`src/rtl/fifo_access_ctrl_pkg.sv`:
```
// Shared definitions for the FIFO access controller: default widths and the
// read-sequencer state encoding.
package fifo_access_ctrl_pkg;

  localparam int DW_DEF    = 32;
  localparam int CNT_W_DEF = 16;
  localparam int FIFO_DEPTH = 5;

  typedef enum logic [1:0] {
    RD_IDLE  = 2'd0,
    RD_FETCH = 2'd1,
    RD_HOLD  = 2'd2
  } rd_state_e;

endpackage

```
`src/rtl/fifo_access_ctrl_rr_arb2.sv`:
```
// Two-way round-robin arbiter. Grants are combinational and gated by adv_i;
// the last-grant register only moves when a grant is actually issued.
module rr_arb2 (
  input  logic       clk,
  input  logic       rst_n,
  input  logic [1:0] req_i,
  input  logic       adv_i,
  output logic [1:0] grant_o
);

  // last_q = 1 means requester 1 won most recently, so requester 0 has priority
  logic last_q, last_d;

  always_comb begin
    grant_o = 2'b00;
    if (adv_i) begin
      if (req_i == 2'b11) grant_o = last_q ? 2'b01 : 2'b10;
      else                grant_o = req_i;
    end
    last_d = last_q;
    if (grant_o[0])      last_d = 1'b0;
    else if (grant_o[1]) last_d = 1'b1;
  end

  always_ff @(posedge clk or negedge rst_n) begin
    if (!rst_n) last_q <= 1'b1;
    else        last_q <= last_d;
  end

endmodule

```
`src/rtl/fifo_access_ctrl.sv`:
```
// Sequences a shared 5-entry FIFO: round-robin producer writes, registered read
// port turned into a valid/ready stream, flush handling and grant counters.
module fifo_access_ctrl
  import fifo_access_ctrl_pkg::*;
#(
  parameter int DW    = DW_DEF,
  parameter int CNT_W = CNT_W_DEF
) (
  input  logic             clk,
  input  logic             reset_n,
  input  logic             flush,
  input  logic             p0_valid,
  input  logic [DW-1:0]    p0_data,
  output logic             p0_ready,
  input  logic             p1_valid,
  input  logic [DW-1:0]    p1_data,
  output logic             p1_ready,
  output logic             fifo_reset,
  output logic             fifo_wr_en,
  output logic [DW-1:0]    fifo_wr_data,
  output logic             fifo_rd_en,
  input  logic [DW-1:0]    fifo_rd_data,
  input  logic             fifo_full,
  input  logic             fifo_empty,
  output logic             m_valid,
  output logic [DW-1:0]    m_data,
  input  logic             m_ready,
  output logic [CNT_W-1:0] p0_grants,
  output logic [CNT_W-1:0] p1_grants
);

  localparam logic [CNT_W-1:0] CNT_MAX = '1;

  rd_state_e        state_q, state_d;
  logic             m_valid_q, m_valid_d;
  logic [DW-1:0]    m_data_q, m_data_d;
  logic             fifo_rst_q;
  logic [CNT_W-1:0] cnt0_q, cnt0_d, cnt1_q, cnt1_d;
  logic [1:0]       grant;
  logic             wr_allow, rd_slot, rd_want;

  // A full FIFO may only drain and an empty one may only fill, so the pair
  // rule falls out of gating writes on ~full and reads on ~empty.
  assign wr_allow = ~fifo_full & ~flush & ~fifo_rst_q;
  assign rd_slot  = (state_q == RD_IDLE) |
                    ((state_q == RD_HOLD) & m_valid_q & m_ready);
  assign rd_want  = rd_slot & ~fifo_empty & ~flush & ~fifo_rst_q;

  rr_arb2 u_arb (
    .clk     (clk),
    .rst_n   (reset_n),
    .req_i   ({p1_valid, p0_valid}),
    .adv_i   (wr_allow),
    .grant_o (grant)
  );

  assign p0_ready     = grant[0];
  assign p1_ready     = grant[1];
  assign fifo_wr_en   = |grant;
  assign fifo_wr_data = grant[1] ? p1_data : p0_data;
  assign fifo_rd_en   = rd_want;
  assign fifo_reset   = fifo_rst_q;
  assign m_valid      = m_valid_q;
  assign m_data       = m_data_q;
  assign p0_grants    = cnt0_q;
  assign p1_grants    = cnt1_q;

  always_comb begin
    state_d   = state_q;
    m_valid_d = m_valid_q;
    m_data_d  = m_data_q;
    case (state_q)
      RD_IDLE: if (rd_want) state_d = RD_FETCH;
      RD_FETCH: begin
        m_data_d  = fifo_rd_data;
        m_valid_d = 1'b1;
        state_d   = RD_HOLD;
      end
      RD_HOLD: if (m_valid_q && m_ready) begin
        m_valid_d = 1'b0;
        state_d   = rd_want ? RD_FETCH : RD_IDLE;
      end
      default: state_d = RD_IDLE;
    endcase
    if (flush) begin
      state_d   = RD_IDLE;
      m_valid_d = 1'b0;
    end
  end

  always_comb begin
    cnt0_d = cnt0_q;
    cnt1_d = cnt1_q;
    if (grant[0] && cnt0_q != CNT_MAX) cnt0_d = cnt0_q + CNT_W'(1);
    if (grant[1] && cnt1_q != CNT_MAX) cnt1_d = cnt1_q + CNT_W'(1);
  end

  always_ff @(posedge clk or negedge reset_n) begin
    if (!reset_n) begin
      state_q    <= RD_IDLE;
      m_valid_q  <= 1'b0;
      m_data_q   <= '0;
      fifo_rst_q <= 1'b1;
      cnt0_q     <= '0;
      cnt1_q     <= '0;
    end else begin
      state_q    <= state_d;
      m_valid_q  <= m_valid_d;
      m_data_q   <= m_data_d;
      fifo_rst_q <= flush;
      cnt0_q     <= cnt0_d;
      cnt1_q     <= cnt1_d;
    end
  end

endmodule

```
`config.mk`:
```
export PLATFORM = sky130hd
export DESIGN_NAME = fifo_access_ctrl
export DESIGN_NICKNAME = d
export VERILOG_FILES = /design/src/rtl/fifo_access_ctrl_pkg.sv /design/src/rtl/fifo_access_ctrl_rr_arb2.sv /design/src/rtl/fifo_access_ctrl.sv
export SDC_FILE = /design/constraint.sdc
export NUM_CORES = 1
export LEC_CHECK = 0
export BUFFER_PORTS_ARGS = -buffer_cell sky130_fd_sc_hd__buf_2
export CAP_MARGIN = 0
export CORE_UTILIZATION = 47
export DETAILED_ROUTE_END_ITERATION = 10
export GPL_TIMING_DRIVEN = 1
export MAX_ROUTING_LAYER = met4
export PLACE_DENSITY = 0.91
export SLEW_MARGIN = 20
export SYNTH_ARGS = -nofsm -noshare
export SYNTH_HDL_FRONTEND = slang
export SYNTH_HIERARCHICAL = 1
export SYNTH_SLANG_ARGS = --single-unit
```
`constraint.sdc`:
```
create_clock -name clk -period 3.85 [get_ports clk]
set_clock_uncertainty 0.05 [all_clocks]
set_input_delay 0.1925 -clock clk [delete_from_list [all_inputs] [get_ports clk]]
set_output_delay 0.1925 -clock clk [all_outputs]
set_load 0.01 [all_outputs]
```
**Yosys cells after proc, flatten, opt, wreduce, memory -nomap -nowiden**

Cells that the tools add are included.

- Bits of input ports: 104
- Output and inout bits: 102
- Register bits: 69

- $add $sub $neg: 2
- Bitwise logic cells: 12
- Reductions and logical operators: 9
- Muxes and demuxes: 14
- Equal/unequal tests: 7

Operators by type and width:

| cell | number |
|---|---|
| 16-bit by 1-bit adder with 16-bit output (second input constant) | 2 |
| 32-bit 2-to-1 mux | 1 |
| 16-bit != test (second input constant) | 2 |
| 2-bit 2-to-1 mux | 6 |
| 1-bit bitwise AND | 7 |
| 2-bit one-hot mux with 3 select lines | 1 |
| 1-bit 2-to-1 mux | 5 |
| 2-bit == test (second input constant) | 2 |
| 1-bit inverter | 4 |
| 2-bit AND reduction | 2 |
| 1-bit logical AND | 3 |
| 3-bit by 2-bit != test with 1-bit output (second input constant) | 1 |
| 3-bit != test (second input constant) | 1 |
| 3-bit nonzero test | 1 |
| 2-bit by 1-bit == test with 1-bit output (second input constant) | 1 |
| 2-bit zero test | 1 |
| 1-bit one-hot mux with 2 select lines | 1 |
| 2-bit nonzero test | 1 |
| 2-bit OR reduction | 1 |
| 1-bit OR | 1 |

**Depth between registers and ports, before layout**

Gate-level depths: netlist (run 1).

- Depth after elaboration: 11
- Gate-level depth with buffers: 8
- Depth with buffers taken out: 7

**Hierarchy**

The synthesis (run 1) kept the hierarchy.

Modules (own cells, without submodules):

| module | instances | seq. area each (µm²) | area an instance (µm²) | cells each |
|---|---|---|---|---|
| fifo_access_ctrl | 1 | 1702.9 | 3345.7 | 266 |
| rr_arb2 | 1 | 26.3 | 62.6 | 8 |

**Worst setup path before layout (run 1)**

No wires, ideal clock.

- Path kind: reg-to-reg
- Start point: reg fifo_rst_q (netlist: fifo_reset)
- End point: reg cnt0_q[13] (netlist: p0_grants[13])
- Setup slack: 1.574 ns
- Buffers on the path: 0
- Setup time: 0.128 ns
- Data arrival time: 2.099 ns
- Cell stages (with the launch flop): 8
- Data required time: 3.672 ns
- Path through: dfstp_2 nor3_1 nand2_1 a21oi_1 and3_1 nand3_1 nor3_1 mux2_1

- Word-level cells in the longest chain between the ends: 4

Ends and longest elaborated chain:

| element | line | text |
|---|---|---|
| from (decl) | fifo_access_ctrl.sv:37 | `logic fifo_rst_q;` |
| from (signal assigned) | fifo_access_ctrl.sv:110 | `fifo_rst_q <= flush;` |
| 1-bit inverter | fifo_access_ctrl.sv:44 | `assign wr_allow = ~fifo_full & ~flush & ~fifo_rst_q;` |
| 1-bit bitwise AND | fifo_access_ctrl.sv:44 |  |
| named net wr_allow | fifo_access_ctrl.sv:40 | `logic wr_allow, rd_slot, rd_want;` |
| 2-bit 2-to-1 mux | fifo_access_ctrl_rr_arb2.sv:16 | `if (adv_i) begin` |
| named net p0_ready | fifo_access_ctrl.sv:14 | `output logic p0_ready,` |
| 1-bit logical AND | fifo_access_ctrl.sv:94 | `if (grant[0] && cnt0_q != CNT_MAX) cnt0_d = cnt0_q + CNT_W'(1);` |
| to (signal assigned) | fifo_access_ctrl.sv:111 | `cnt0_q <= cnt0_d;` |
| to (decl) | fifo_access_ctrl.sv:38 | `logic [CNT_W-1:0] cnt0_q, cnt0_d, cnt1_q, cnt1_d;` |

The timed path passes the listed nets, and every way through them passes these cells.
A chain may end at the register's enable or synchronous reset.

**Worst setup path after layout (run 1)**

- Start point: in flush
- End point: out fifo_wr_data[14]

- Word-level cells in the longest chain between the ends: 5

Ends and longest elaborated chain:

| element | line | text |
|---|---|---|
| from (decl) | fifo_access_ctrl.sv:11 | `input logic flush,` |
| 1-bit inverter | fifo_access_ctrl.sv:44 |  |
| 1-bit bitwise AND (2 in a row) | fifo_access_ctrl.sv:44 |  |
| named net wr_allow | fifo_access_ctrl.sv:40 |  |
| 2-bit 2-to-1 mux | fifo_access_ctrl_rr_arb2.sv:16 |  |
| 32-bit 2-to-1 mux | fifo_access_ctrl.sv:60 | `assign fifo_wr_data = grant[1] ? p1_data : p0_data;` |
| to (decl) | fifo_access_ctrl.sv:20 | `output logic [DW-1:0] fifo_wr_data,` |

The timed path passes the listed nets, and every way through them passes these cells.

==> impl_metrics.csv, run 1 <==
group,metric,value,unit
status,outcome,"finished clean",
min_path,hold_end,"m_data[5]",
yosys,syn_area,0.00341,sq mm
sta,timing.final.crit_share,0.761,
yosys,ys_types,44,
yosys,synth_edf_count,0,
global_routing,grt_pass1_vias,2915,
finish,layout.nets,592,
min_path,hp-class,"in -> reg",
floorplan,fp.dieH,87.2,microns
finish,syn2layout_area_growth,39.3,%
yosys,ys_ff_latch,69,
clocking,clkSlewWorstSetupHoldPaths,80,ps
sta,tightest_slew,736,ps
finish,register_area,0.00173,sq mm
sta,rsz0062_at_grt,"false",
setup_path,r2r_slack,1370,ps
setup_path,start_kind,"input port",
floorplan,placementRows,30,
yosys,synth_top_area_cell,"dfrtp_1",
setup_path,crit_buf_inv,4,
finish,antenna_cells,0,
sta,final-setup-viol-count,0,
power,p_per_area,408,mW/mm^2
floorplan,core_area,0.00691,sq mm
min_path,min_path_cells,2,
power,ir_drop,0.163,mV
yosys,ys.flop_type,"dfrtp_1",
finish,stdcell_count,587,
clocking,htreeDepth,3,
clocking,cts_hold_buf,2,
placed_design,dp.cells,569,
setup_path,path_max_fanout,19,
placed_design,numPortBuffers,205,
power,leakage,0.00246,uW
setup_path,crit_type,"in -> out",
clocking,cts_buffers,9,
global_routing,gr-total-overflow,0,
sta,slew_headroom,0.509,
yosys,yosysSeqAreaShare,0.507,
routing,drc,0,
floorplan,boundaryPins,206,
sta,min_period,2930,ps
setup_path,critPathMaxStageDelay,540,ps
yosys,syn-mean-instance-area,12.4,sq um
clocking,cts_sinks,69,
yosys,syn_inst,274,
placed_design,hpwl,7020,microns
yosys,syn-num-nets,380,
floorplan,fp.dieW,87.2,microns
global_routing,grt_antenna_before_repair,0,
floorplan,initial_core_util,0.493,
setup_path,critPathTopFamily,"buffers and inverters",
yosys,async_flop_share,1.00,
floorplan,fp.dieArea,0.00760,sq mm
sta,final_max_slew_viol_count,0,
routing,wirelength,8910,microns
global_routing,grt_max_degree,38,
yosys,synth.area.top_cells,"dfrtp_1 (49%), mux2_2 (22%), xnor2_1 (3.9%)",
finish,multi_input_area,0.00163,sq mm
setup_path,crit_top_cell,"buf_2",
min_path,min_from,"fifo_rd_data[5]",
routing,first_iter_violations,79,
setup_path,cp_cell_sequence,"dlygate4sd3_1 -> buf_2 -> nor3_1 -> nand2_1 -> a21oi_4 -> buf_4 -> mux2_2 -> buf_2",
clocking,cts_buffer_depth,2,
routing,vias,3024,
run,maxCapViolations,0,
sta,fin_ws,919,ps
setup_path,r2r_end,"p0_grants[15]",
yosys,synth_top_cell_area_share,0.492,
routing,routed_via_density,5.15,
routing,postRouteAntennaNets,0,
setup_path,critical_path.slowest_cell,"dlygate4sd3_1",
finish,num-fill-cells,536,
finish,layout-drive-gt1-share,0.619,
global_routing,grt_pass1_wl,13500,microns
routing,first_pass_iters,4,
setup_path,required,3610,ps
global_routing,track_usage,0.240,
routing,wl_per_cell,15.2,microns
placed_design,gp_congestion,0.859,
setup_path,worstPathArrival,2690,ps
clocking,cts_resized,0,
sta,max_freq,341,MHz
sta,finalHoldViolations,0,
clocking,clk_latency,340,ps
clocking,cts_tree,"built",
sta,final.setup.tns,0,ps
yosys,yosys_warnings,6,
setup_path,reg2reg_from,"fifo_reset",
placed_design,pre_cts_slack,1440,ps
clocking,post-cts-setup-buffers,0,
clocking,root_buffer,"clkbuf_8",
setup_path,critPathCaptureType,"output pin",
setup_path,ff2ff_path_depth,7,
-- per-layer routing --
layer / vias up / part of all wire / global-route usage
met5: - / 0 / -
met4: 0 / 0.030 / 0.116
met3: 23 / 0.071 / 0.0512
met2: 159 / 0.51 / 0.423
met1: 1423 / 0.39 / 0.256
li1: 1419 / - / -
-- metrics by stage --
stage	hold slack (ps)	area [sq um]	total power [uW]	utilization
3_5_place_dp	244	4550	1440	0.659
3_3_place_gp	238	4550	1410	0.659
4_1_cts	23.1	4750	1960	0.688
5_1_grt	21.3	4750	2050	0.688
6_report	39.2	4750	1940	0.688
2_1_floorplan	-153	3410	1180	-
-- how the worst max path moves through the flow --
stage | cells past startpoint | slack (ps) | to | start
2_1_floorplan | 7 | 1570 | p0_grants[13] | fifo_reset
3_3_place_gp | 7 | 1570 | p1_grants[10] | fifo_reset
3_5_place_dp | 7 | 1440 | p0_grants[13] | fifo_reset
4_1_cts | 8 | 940 | fifo_wr_data[9] | flush
5_1_grt | 8 | 800 | fifo_wr_data[9] | flush
6_report | 8 | 920 | fifo_wr_data[14] | flush
-- cells in the final DEF, fill, tap and decap left out, types with 2 or more instances in the layout --
cell           instances
dfstp_2                2
ha_1                   2
mux2_2                67
buf_2                205
o2111ai_1              2
o211ai_1               3
nand4_1                7
clkinv_2               3
xnor2_1               15
and3_1                 7
nand3_1               10
clkinvlp_4             2
xor2_1                 8
o21ai_0                3
dfrtp_1               67
nand2b_1               3
nor4_4                 2
dlygate4sd3_1          2
inv_1                  4
nand2_1               12
nor2_1                12
and2_1                 2
mux2_1                 3
a21oi_1                4
clkbuf_8              10
buf_4                  4
nor3_1                 8
-- Yosys cell counts (4+ instances only) --
cell type and instances:
nand4_1 7, nand2_1 12, inv_1 4, buf_2 5, mux2_2 67, a21oi_1 5, dfrtp_1 67, xnor2_1 15
and3_1 7, xor2_1 8, nand3_1 10, nor2_1 12, nor3_1 8
-- final cells by class --
cell class | count | share of cell area
flip-flops and latches | 69 | 0.364
multi-input cells | 191 | 0.344
repair buffers | 211 | 0.227
clock buffers | 10 | 0.0290
well taps | 96 | 0.0253
clock inverters | 6 | 0.00817
inverters | 4 | 0.00316
-- flip-flops by register name, indices dropped and copies added (netlist names) --
register,cells
fifo_reset,1
state_q,2
m_valid,1
p0_grants,16
u_arb/last_q,1
p1_grants,16
m_data,32
-- worst reg2reg max path, stage by stage (launching register included) --
cell and delay [ps]:
dfstp_2 380, nor3_1 320, nand2_1 90, a21oi_1 460
and3_1 240, nand3_1 230, nor4_4 240, mux2_1 350
-- power breakdown --
part	leakage, uW	switching [uW]	total, uW	internal [uW]
clock network	0.0000880	271	519	249
logic	0.00150	226	482	256
registers	0.000867	87.2	936	849
-- kinds of logic after synthesis --
kind of cell / share of synthesized area
mux: 0.231
compound gates: 0.0367
simple gates: 0.141
fa+ha+maj: 0.00734
xor+xnor: 0.0591
buf+inv: 0.0173
flops: 0.507
Power figures use the tool's default switching activity.
==> run 2, diff against run 1 <==
--- a/config.mk
+++ b/config.mk
@@ -5,13 +5,14 @@
 export SDC_FILE = /design/constraint.sdc
 export NUM_CORES = 1
 export LEC_CHECK = 0
+export ABC_AREA = 1
 export BUFFER_PORTS_ARGS = -buffer_cell sky130_fd_sc_hd__buf_2
 export CAP_MARGIN = 0
-export CORE_UTILIZATION = 47
+export CORE_UTILIZATION = 41
 export DETAILED_ROUTE_END_ITERATION = 10
 export GPL_TIMING_DRIVEN = 1
 export MAX_ROUTING_LAYER = met4
-export PLACE_DENSITY = 0.91
+export PLACE_DENSITY = 0.82
 export SLEW_MARGIN = 20
 export SYNTH_ARGS = -nofsm -noshare
 export SYNTH_HDL_FRONTEND = slang
==> constraint.sdc (replaced) <==
create_clock -name clk -period 2.61 [get_ports clk]
set_clock_uncertainty 0.05 [all_clocks]
set_input_delay 0.1305 -clock clk [delete_from_list [all_inputs] [get_ports clk]]
set_output_delay 0.1305 -clock clk [all_outputs]
set_load 0.01 [all_outputs]
==> run 2 against run 1 <==
Effect of this change:
- global-route usage increased by 0.36 points
- non-clock buffer count increased by 36
- register-to-register slack got worse by 760 ps
- worst hold slack improved by 39 ps
- utilization decreased by 6.7 points
- worst setup slack got worse by 550 ps
- combinational power increased by 70%
- sequential share of layout area decreased by 4.9 points
- count of clock-buffer cells in the layout decreased by 1
- power increased by 58%
- routed wire length increased by 23%
- synthesized cell count increased by 100%
==> impl_metrics.csv, run 2 <==
group,metric,value,unit
status,outcome,"finished clean",
finish,final_common_cell,"nand2_1",
sta,final_max_slew_viol_count,0,
floorplan,placementRows,34,
yosys,synth_top_cell_area_share,0.442,
finish,layout.nets,908,
setup_path,critical_path.slowest_cell,"dlygate4sd3_1",
yosys,yosys_warnings,6,
routing,vias,4290,
clocking,clkSlewWorstSetupHoldPaths,70,ps
clocking,cts_tree,"built",
yosys,syn_inst,561,
clocking,htreeDepth,3,
min_path,hp-class,"in -> reg",
global_routing,grt_pass1_wl,18300,microns
setup_path,crit_top_cell,"nand2_1",
placed_design,gp_congestion,0.834,
yosys,ys_ff_latch,69,
routing,first_iter_violations,182,
clocking,root_buffer,"clkbuf_8",
finish,syn2layout_area_growth,44.8,%
sta,slew_headroom,0.576,
sta,rsz0062_at_grt,"false",
routing,wirelength,11000,microns
power,total_power,3070,uW
yosys,synth_edf_count,0,
run,maxCapViolations,0,
global_routing,gr-total-overflow,0,
floorplan,fp.dieH,98.2,microns
routing,wl_per_cell,12.0,microns
sta,timing.final.crit_share,0.859,
placed_design,pre_cts_slack,582,ps
setup_path,r2r_end,"p1_grants[2]",
yosys,ys_types,29,
min_path,min_path_cells,5,
setup_path,r2r_slack,610,ps
setup_path,start_kind,"input port",
setup_path,critPathMaxStageDelay,540,ps
setup_path,worstPathArrival,2060,ps
placed_design,hpwl,7680,microns
yosys,ys.flop_type,"dfrtp_1",
min_path,min_from,"p1_valid",
sta,fin_ws,368,ps
floorplan,fp.dieArea,0.00964,sq mm
setup_path,path_max_fanout,37,
yosys,syn-num-nets,667,
routing,first_pass_iters,7,
clocking,cts_sinks,69,
floorplan,boundaryPins,206,
yosys,synth.area.top_cells,"dfrtp_1 (44%), nand2_1 (33%), nor2_1 (3.5%)",
clocking,cts_resized,0,
placed_design,numPortBuffers,205,
clocking,cts_buffers,9,
yosys,yosysSeqAreaShare,0.456,
clocking,clk_latency,340,ps
sta,final-setup-viol-count,0,
sta,finalHoldViolations,0,
yosys,synth_most_common_cell,"nand2_1",
setup_path,required,2430,ps
power,p_per_area,558,mW/mm^2
setup_path,reg2reg_from,"fifo_reset",
power,ir_drop,0.391,mV
sta,max_freq,446,MHz
power,leakage,0.00313,uW
global_routing,grt_max_degree,70,
finish,largest_register_ff_count,32,
floorplan,core_area,0.00885,sq mm
floorplan,initial_core_util,0.429,
setup_path,cp_cell_sequence,"dlygate4sd3_1 -> buf_2 -> nor3_1 -> nand2_1 -> a21oi_2 -> buf_4 -> nand2_1 -> nand2_1 -> buf_2",
min_path,hold_end,"u_arb/last_q",
yosys,async_flop_share,1.00,
routing,routed_via_density,4.69,
setup_path,ff2ff_path_depth,7,
sta,min_period,2240,ps
sta,whs,78.3,ps
finish,final_cell_mix,"nand2_1 (335), buf_2 (205), dfrtp_1 (67)",
global_routing,grt_antenna_before_repair,0,
routing,drc,0,
yosys,syn-mean-instance-area,6.76,sq um
yosys,netlist_top_cells_count,"nand2_1 (335), dfrtp_1 (67), nor2_1 (35), inv_1 (31), o21ai_0 (14)",
yosys,syn_area,0.00379,sq mm
sta,final.setup.tns,0,ps
setup_path,critPathCaptureType,"output pin",
global_routing,grt_pass1_vias,3944,
routing,postRouteAntennaNets,0,
global_routing,track_usage,0.243,
floorplan,fp.dieW,98.2,microns
clocking,cts_buffer_depth,2,
setup_path,crit_type,"in -> out",
finish,layout-drive-gt1-share,0.299,
yosys,synth_top_area_cell,"dfrtp_1",
sta,tightest_slew,631,ps
finish,antenna_cells,0,
==> run 2: layout make-up <==
class | count | area (sq um)
Multi-Input combinational cell | 441 | 1870
Timing Repair Buffer | 247 | 1440
Tap cell | 108 | 135
Sequential cell | 69 | 1730
Clock inverter | 6 | 65.1
Inverter | 34 | 128
Fill cell | 789 | 3360
Clock buffer | 9 | 124
==> run 2: what timing repair did <==
item                      CTS  global route
hold buffers               36             0
hold endpoints to repair  103             0
setup buffers               0             0
==> run 2: metal layers <==
metal / vias to the layer above / share of wire / GRT usage
met5: - / 0 / -
met4: 0 / 0.034 / 0.114
met3: 32 / 0.048 / 0.0437
met2: 140 / 0.49 / 0.387
met1: 1919 / 0.43 / 0.301
li1: 2199 / - / -
==> run 2: metrics by stage <==
stage | utilization | area (sq um) | instances
global route | 0.620 | 5490 | 914
finish | 0.620 | 5490 | 914
floorplan | - | 3790 | 561
global placement | 0.558 | 4940 | 863
CTS | 0.620 | 5490 | 914
detailed placement | 0.558 | 4940 | 863
==> run 2: critical path: cells and delay by family <==
kind / cells / cell delay, ps
AO/OA/AOI/OAI: 1 / 140
buffers and inverters: 4 / 1160
AND/OR/NAND/NOR: 4 / 620
==> run 2: cell families after synthesis <==
group,after synthesis,share of synthesized area
flip-flops,69,0.456
XOR/XNOR,12,0.0277
AND/OR/NAND/NOR,403,0.420
AO/OA/AOI/OAI,24,0.0356
adder cells (fa/ha/maj),2,0.00660
buffers and inverters,51,0.0538
==> run 2: worst max path at each step <==
stage,start,to,depth (start not counted)
after floorplan,fifo_reset,p1_grants[6],8
after global placement,fifo_reset,p1_grants[2],7
after detailed placement,fifo_reset,p1_grants[2],7
after CTS,flush,fifo_wr_data[31],9
after global routing,flush,fifo_wr_data[23],9
final,flush,fifo_wr_data[23],9
==> run 2: power breakdown <==
group / switching [uW] / total (uW) / internal [uW]
clock: 403 / 838 / 435
sequential: 152 / 1410 / 1260
combinational: 449 / 819 / 371
==> run 3, diff against run 2 <==
--- a/config.mk
+++ b/config.mk
@@ -5,14 +5,14 @@
 export SDC_FILE = /design/constraint.sdc
 export NUM_CORES = 1
 export LEC_CHECK = 0
-export ABC_AREA = 1
+export ABC_CLOCK_PERIOD_IN_PS = 2610
 export BUFFER_PORTS_ARGS = -buffer_cell sky130_fd_sc_hd__buf_2
 export CAP_MARGIN = 0
-export CORE_UTILIZATION = 41
+export CORE_UTILIZATION = 39
 export DETAILED_ROUTE_END_ITERATION = 10
 export GPL_TIMING_DRIVEN = 1
 export MAX_ROUTING_LAYER = met4
-export PLACE_DENSITY = 0.82
+export PLACE_DENSITY = 0.81
 export SLEW_MARGIN = 20
 export SYNTH_ARGS = -nofsm -noshare
 export SYNTH_HDL_FRONTEND = slang
==> run 3 against run 2 <==
Effect of this change:
- combinational power shrank 7.7%
- non-clock buffer count fell by 1
- routed wire length shrank 15%
- via count fell by 28%
- largest power group unchanged
- final cell count shrank 31%
- largest cell class is now sequential cells
- register-to-register slack got worse by 80 ps
- worst setup slack worse by 170 ps
- global-route usage shrank 3.9 points
- final area decreased by 6.4%
==> impl_metrics.csv, run 3 (synthesized netlist as in run 1, its figures left out) <==
group,metric,value,unit
floorplan,core_area,0.00834,sq mm
clocking,cts_sinks,69,
finish,post-route-util,0.616,
setup_path,r2r_slack,530,ps
run,maxCapViolations,0,
setup_path,ff2ff_path_depth,7,
min_path,hp-class,"in -> reg",
setup_path,critPathTopFamily,"buffers and inverters",
sta,final-setup-viol-count,0,
clocking,post-cts-setup-buffers,0,
routing,first_pass_iters,4,
setup_path,crit_buf_inv,4,
routing,routed_via_density,4.87,
floorplan,fp.dieArea,0.00912,sq mm
clocking,root_buffer,"clkbuf_8",
finish,largest_register_ff_count,32,
sta,final_max_slew_viol_count,0,
clocking,cts_buffers,9,
setup_path,cp-startpoint,"flush",
clocking,clkSlewWorstSetupHoldPaths,70,ps
setup_path,critPathCaptureType,"output pin",
setup_path,critical_path.slowest_cell,"dlygate4sd3_1",
global_routing,track_usage,0.204,
setup_path,critPathMaxStageDelay,540,ps
setup_path,r2r_end,"p0_grants[13]",
floorplan,initial_core_util,0.409,
routing,wl_per_cell,14.8,microns
setup_path,cp_cell_sequence,"dlygate4sd3_1 -> buf_2 -> nor3_2 -> nand2_1 -> a21oi_4 -> buf_4 -> mux2_2 -> buf_2",
clocking,clk_latency,330,ps
floorplan,fp.dieH,95.5,microns
finish,num-fill-cells,699,
setup_path,crit_end,"fifo_wr_data[21]",
setup_path,crit_top_cell,"buf_2",
routing,drc,0,
routing,vias,3075,
setup_path,crit_cells,8,
sta,max_freq,415,MHz
power,ir_drop,0.240,mV
power,p_per_area,576,mW/mm^2
global_routing,grt_max_degree,38,
finish,syn2layout_area_growth,50.8,%
sta,finalHoldViolations,0,
setup_path,required,2430,ps
status,outcome,"finished clean",
floorplan,placementRows,33,
floorplan,boundaryPins,206,
placed_design,gp_congestion,0.874,
global_routing,grt_antenna_before_repair,1,
finish,final_cell_mix,"buf_2 (205), mux2_2 (67), dfrtp_1 (67)",
sta,rsz0062_at_grt,"false",
global_routing,grt_pass1_vias,2923,
placed_design,hpwl,6840,microns
routing,postRouteAntennaNets,0,
setup_path,worstPathArrival,2230,ps
global_routing,grt_pass1_wl,13500,microns
floorplan,fp.dieW,95.5,microns
setup_path,crit_type,"in -> out",
finish,layout.nets,627,
sta,min_period,2410,ps
routing,first_iter_violations,83,
setup_path,path_max_fanout,17,
power,total_power,2960,uW
global_routing,gr-total-overflow,0,
clocking,cts_buffer_depth,2,
sta,tightest_slew,710,ps
finish,final_common_cell,"buf_2",
sta,slew_headroom,0.527,
sta,final.setup.tns,0,ps
sta,timing.final.crit_share,0.924,
setup_path,start_kind,"input port",
min_path,min_path_cells,3,
placed_design,numPortBuffers,205,
finish,layout-drive-gt1-share,0.583,
clocking,cts_tree,"built",
routing,wirelength,9330,microns
power,leakage,0.00261,uW
setup_path,reg2reg_from,"fifo_reset",
clocking,htreeDepth,3,
run 3: changes by cell type in the layout (fill, tap and decap cells not counted), moves of 4 or more:
cell / delta
xnor2_1: +7
xor2_1: +4
o21ai_0: -11
and3_1: +7
nand2_1: -323
nor2_1: -22
mux2_2: +67
o21ai_1: -4
inv_1: -27
nand4_1: -4
nor3_1: +6
run 3: layer usage:
metal	track usage	vias to the layer above	wire, microns
met1	0.211	1417	3540
met3	0.0383	14	656
met5	-	-	0
met4	0.0896	0	176
li1	-	1482	-
met2	0.376	162	4950
run 3: timing repair:
item	4_1_cts	5_1_grt
endpoints found under the hold margin	68	0
hold buffers	35	0
gates resized for setup	0	2
setup endpoints to repair	0	31
run 3: where the power goes:
group	internal, uW	switching [uW]
Combinational	413	343
Clock	433	385
Sequential	1250	136
Total	2100	864
run 3: final cells by class:
| type | instances | area (sq um) | share of cell area |
|---|---|---|---|
| Sequential cell | 69 | 1730 | 0.336 |
| Timing Repair Buffer | 246 | 1440 | 0.280 |
| Tap cell | 105 | 131 | 0.0256 |
| Clock inverter | 6 | 65.1 | 0.0127 |
| Clock buffer | 9 | 124 | 0.0241 |
| Inverter | 4 | 15.0 | 0.00292 |
| Antenna cell | 1 | 2.50 | 0.000487 |
| Multi-Input combinational cell | 191 | 1640 | 0.318 |
run 3: worst min-delay path: cells and delay by family:
kind | cells | cell delay (ps)
buf+inv | 1 | 110
simple gates | 1 | 110
compound gates | 1 | 100
run 3: worst min-delay path by stage:
stage | slack [ps] | endpoint | startpoint
4_1_cts | 70 | u_arb/last_q | p0_valid
5_1_grt | 80 | u_arb/last_q | p1_valid
6_report | 90 | u_arb/last_q | p1_valid
3_5_place_dp | 160 | m_data[15] | reset_n
3_3_place_gp | 160 | m_data[13] | reset_n
2_1_floorplan | -220 | m_data[0] | reset_n
run 3: metrics by stage:
step / hold slack, ps / cells / cell area [sq um] / setup WS, ps
final: 88.9 / 631 / 5140 / 198
after global routing: 80.3 / 631 / 5140 / 63.8
after CTS: 69.7 / 630 / 5130 / 60.4
after floorplan: -215 / 274 / 3410 / 334
after detailed placement: 164 / 580 / 4590 / 480
after global placement: 164 / 580 / 4590 / 566
